==> config.mk <==
export PLATFORM = sky130hd
export DESIGN_NAME = branch_resolve_queue
export DESIGN_NICKNAME = d
export VERILOG_FILES = /design/src/rtl/branch_resolve_queue.sv
export SDC_FILE = /design/constraint.sdc
export NUM_CORES = 1
export LEC_CHECK = 0
export BUFFER_PORTS_ARGS = -buffer_cell sky130_fd_sc_hd__clkbuf_2
export CORE_ASPECT_RATIO = 1.25
export CORE_MARGIN = 5
export CORE_UTILIZATION = 50
export CTS_BUF_LIST = sky130_fd_sc_hd__clkbuf_16
export DETAILED_ROUTE_END_ITERATION = 10
export PLACE_DENSITY = 0.69
export SYNTH_ARGS = -nofsm -noshare
export SYNTH_HDL_FRONTEND = slang
export SYNTH_SLANG_ARGS = --single-unit
==> constraint.sdc <==
create_clock -name iClk -period 4.7 [get_ports iClk]
set_input_delay 0 -clock iClk [delete_from_list [all_inputs] [get_ports iClk]]
set_output_delay 0 -clock iClk [all_outputs]
set_load 0.005 [all_outputs]
==> src/rtl/branch_resolve_queue.sv <==
// Execute-side branch resolve queue: matches in-flight predictions with
// actual outcomes, trains the predictor, flushes on mispredict, keeps stats.
module branch_resolve_queue #(
  parameter int DEPTH = 4,
  parameter int PC_W  = 16,
  parameter int CNT_W = 16
) (
  input  logic                     iClk,
  input  logic                     iRst,
  input  logic                     iPredValid,
  input  logic                     iPredTaken,
  input  logic [PC_W-1:0]          iTargetPC,
  input  logic [PC_W-1:0]          iFallPC,
  output logic                     oPredReady,
  input  logic                     iResValid,
  input  logic                     iResTaken,
  output logic                     oUpdValid,
  output logic                     oUpdTaken,
  output logic                     oFlush,
  output logic [PC_W-1:0]          oRedirectPC,
  output logic [$clog2(DEPTH):0]   oCount,
  output logic [CNT_W-1:0]         oBranchCnt,
  output logic [CNT_W-1:0]         oMispredCnt,
  output logic                     oErr
);
  localparam int AW = $clog2(DEPTH);

  typedef enum logic {RUN, RECOVER} state_t;

  typedef struct packed {
    logic            taken;
    logic [PC_W-1:0] target;
    logic [PC_W-1:0] fall;
  } entry_t;

  entry_t          mem [DEPTH];
  entry_t          head;
  logic [AW-1:0]   rd;
  logic [AW-1:0]   wr;
  state_t          state;
  state_t          state_nxt;
  logic            push;
  logic            res;
  logic            mis;

  assign oPredReady = (state == RUN) && (oCount < (AW+1)'(DEPTH));
  assign head = mem[rd];
  assign push = iPredValid && oPredReady;
  assign res  = iResValid && (oCount != '0);
  assign mis  = res && (head.taken != iResTaken);

  always_comb begin
    state_nxt = state;
    unique case (state)
      RUN:     if (mis) state_nxt = RECOVER;
      RECOVER: state_nxt = RUN;
      default: state_nxt = RUN;
    endcase
  end

  always_ff @(posedge iClk) begin
    if (iRst) state <= RUN;
    else      state <= state_nxt;
  end

  // A push racing a mispredict is wrong-path, so it is never stored.
  always_ff @(posedge iClk) begin
    if (push && !mis) mem[wr] <= '{iPredTaken, iTargetPC, iFallPC};
  end

  always_ff @(posedge iClk) begin
    if (iRst) begin
      rd     <= '0;
      wr     <= '0;
      oCount <= '0;
    end else if (mis) begin
      rd     <= '0;
      wr     <= '0;
      oCount <= '0;
    end else begin
      if (push) wr <= wr + AW'(1);
      if (res)  rd <= rd + AW'(1);
      unique case ({push, res})
        2'b10:   oCount <= oCount + 1'b1;
        2'b01:   oCount <= oCount - 1'b1;
        default: oCount <= oCount;
      endcase
    end
  end

  always_ff @(posedge iClk) begin
    if (iRst) begin
      oUpdValid   <= 1'b0;
      oUpdTaken   <= 1'b0;
      oFlush      <= 1'b0;
      oRedirectPC <= '0;
      oErr        <= 1'b0;
    end else begin
      oUpdValid <= res;
      oUpdTaken <= res && iResTaken;
      oFlush    <= mis;
      if (mis) oRedirectPC <= iResTaken ? head.target : head.fall;
      if (iResValid && oCount == '0) oErr <= 1'b1;
    end
  end

  // Mispredicts never outnumber branches, so branch saturates no later.
  always_ff @(posedge iClk) begin
    if (iRst) begin
      oBranchCnt  <= '0;
      oMispredCnt <= '0;
    end else begin
      if (res && oBranchCnt != '1)  oBranchCnt  <= oBranchCnt + 1'b1;
      if (mis && oMispredCnt != '1) oMispredCnt <= oMispredCnt + 1'b1;
    end
  end
endmodule
==> flow_metrics.py <==
metrics = {
    "status": {
        "status": "completed",
    },
    "sta": {
        "finClkSkew_ns": 0.00962,
        "rsz0062_at_grt": "false",
        "fmax_mhz": 330,
        "slew_headroom": 0.415,
        "report.final.setup_viol": 0,
        "tns_ns": 0,
        "period_share": 0.645,
        "min_period_ns": 3.03,
        "slew_viol_final": 0,
        "final.hold.worst_slack_ns": 0.0872,
        "final_hold_viol_count": 0,
        "max_slew.worst_pin.slew_ns": 0.877,
    },
    "critical_path": {
        "path_max_fanout": 33,
        "worstPathCellList": "buf_4 -> mux4_2 -> xnor2_4 -> nand2b_2 -> and3_2",
        "cp-end-kind": "register",
        "path_buf_inv": 1,
        "critical_path_class": "reg2reg",
        "cp-start-kind": "register",
        "slowest_stage": "and3_2",
        "required_ns": 4.76,
        "reg2reg_slack_ns": 1.67,
        "arrival_ns": 3.09,
        "cp_top_family": "simple AND/OR/NAND/NOR gates",
        "cp_slowest_stage_delay_ns": 0.79,
    },
    "hold_path": {
        "min_path_type": "in2reg",
    },
    "routing": {
        "vias": 4418,
        "drtAntennaViolNets": 0,
        "finalWirelength_mm": 14.3,
        "dr.pass1.iters": 4,
        "drtIter0Drc": 275,
        "route.detailed.drc": 0,
        "via_per_inst": 5.52,
        "wl_per_cell_um": 17.8,
    },
    "pwr": {
        "powerDensity_nw_per_um2": 509,
        "leakage_uw": 0.00321,
        "power_uw": 4670,
        "ir_worst_vdd_mv": 0.321,
    },
    "global_route": {
        "grt_max_degree": 37,
        "grt_pass1_vias": 4520,
        "antenna_found_initial": 0,
        "grt_use_total": 0.170,
        "grt_pass1_wl_mm": 23.4,
        "grt_overflow": 0,
    },
    "synthesis": {
        "yosysSeqAreaShare": 0.683,
        "synth_cell_types": 42,
        "yosys_warnings": 0,
        "synth.top_cell.area_share": 0.520,
        "synth_most_common_cell": "edfxtp_1",
        "postSynth.asyncResetShare": 0,
        "syn_avg_cell_area_um2": 15.9,
        "synth_fp_nets": 526,
        "synth_edf_count": 132,
        "syn_area_um2": 7630,
        "netlist_instances": 480,
        "synth_ff_type": "edfxtp_1",
        "synth_seq_cells": 194,
        "synth_common_cells": "edfxtp_1, dfxtp_1, nor2_1",
        "synthTopCellsByArea": "edfxtp_1, dfxtp_1, mux4_2, xnor2_1, mux2i_1",
        "yosysTopAreaCell": "edfxtp_1",
    },
    "layout": {
        "syn_to_final_growth_pct": 20.2,
        "final_cell_area_um2": 9170,
        "layout-drive-gt1-share": 0.280,
        "num_antenna_cells": 0,
        "fin_cells": 800,
        "final_nets": 651,
    },
    "floorplan": {
        "die_area_um2": 17800,
        "core_um2": 15000,
        "initial_core_util": 0.508,
        "ios": 94,
        "die_h_um": 148,
        "row_count": 50,
        "die_x_um": 120,
    },
    "place": {
        "gp_congestion": 0.803,
        "dpl_cell_area_um2": 8240,
        "hpwl_mm": 8.95,
        "place_inst": 734,
        "io_buffers": 93,
    },
    "clock_network": {
        "cts-htree-levels": 4,
        "numCtsBuffers": 17,
        "clockBufferDepth": 2,
        "post_cts_buffers": 0,
        "cts_resized": 0,
        "root_buffer": "clkbuf_16",
        "cts_hold_buf": 34,
        "clk_latency_ns": 0.43,
        "clk_pin_slew_ns": 0.07,
        "clock-sinks": 194,
        "cts_tree": "yes",
    },
    "job": {
        "max_cap_viol_count": 0,
    },
}
[layout make-up]
class,instances,area (µm²)
Fill cell,1128,5850
Inverter,11,41.3
Tap cell,182,228
Timing Repair Buffer,131,836
Multi-Input combinational cell,250,2270
Sequential cell,194,5210
Clock buffer,17,425
Clock inverter,15,160
[cell families (layout without fill, tap and decap cells)]
family | count (synthesis) | after routing | share of synthesized area
compound gates | 34 | 34 | 0.0351
flops | 194 | 194 | 0.683
mux | 53 | 53 | 0.124
xor+xnor | 31 | 31 | 0.0381
buf+inv | 36 | 174 | 0.0220
simple gates | 124 | 124 | 0.0845
fa+ha+maj | 8 | 8 | 0.0141
[final timing paths]
check | from | to | depth (start not counted)
hold / removal | iPredValid | wr[0]$_SDFFE_PP0P_ | 4
setup reg to reg | register | mem[1][25]$_DFFE_PP_ | 5
setup / recovery | register | mem[1][25]$_DFFE_PP_ | 5
hold reg to reg | oRedirectPC[1]$_SDFFE_PP0P_ | oRedirectPC[1]$_SDFFE_PP0P_ | 1
[cell usage in the layout, fill, tap and decap left out, drive strengths merged, types with 5 or more instances in the layout]
cell type / count
a21oi: 6
and3: 5
clkbuf: 110
dfxtp: 62
dlygate4sd3: 34
edfxtp: 132
ha: 7
inv: 22
mux2i: 20
mux4: 33
nand2: 14
nand3: 10
nand4: 8
nor2: 43
nor3: 7
nor4: 13
o2bb2ai: 16
xnor2: 26
xor2: 5
[routing by layer]
metal	up-vias	GRT usage	routed length [µm]
met5	-	0	0
met2	122	0.293	7340
met4	0	0.0561	246
li1	2101	-	-
met3	19	0.0361	567
met1	2176	0.214	6120
[power by group]
group	total [µW]	internal [µW]	switching, µW
combinational	1010	468	542
clock	1430	759	668
sequential	2230	2120	111
[worst reg2reg max path: stages (launching register included)]
cell	delay (ns)
dfxtp_2	0.31
buf_4	0.40
mux4_2	0.45
xnor2_4	0.44
nand2b_2	0.26
and3_2	0.79
[per-stage QoR]
stage / utilization / setup WS (ns)
global placement: 0.549 / 1.68
finish: 0.610 / 1.67
detailed placement: 0.549 / 1.63
floorplan: - / 2.07
CTS: 0.610 / 1.61
global route: 0.610 / 1.50
[sequential cells by signal, summed over array words and instances (netlist names), named ones only]
register	flops
mem	132
oUpdTaken	1
oRedirectPC	16
state	1
rd	2
oMispredCnt	16
wr	2
oUpdValid	1
oBranchCnt	16
oErr	1
oFlush	1
oCount	3
Note: power is estimated with default switching activity, not from simulation.
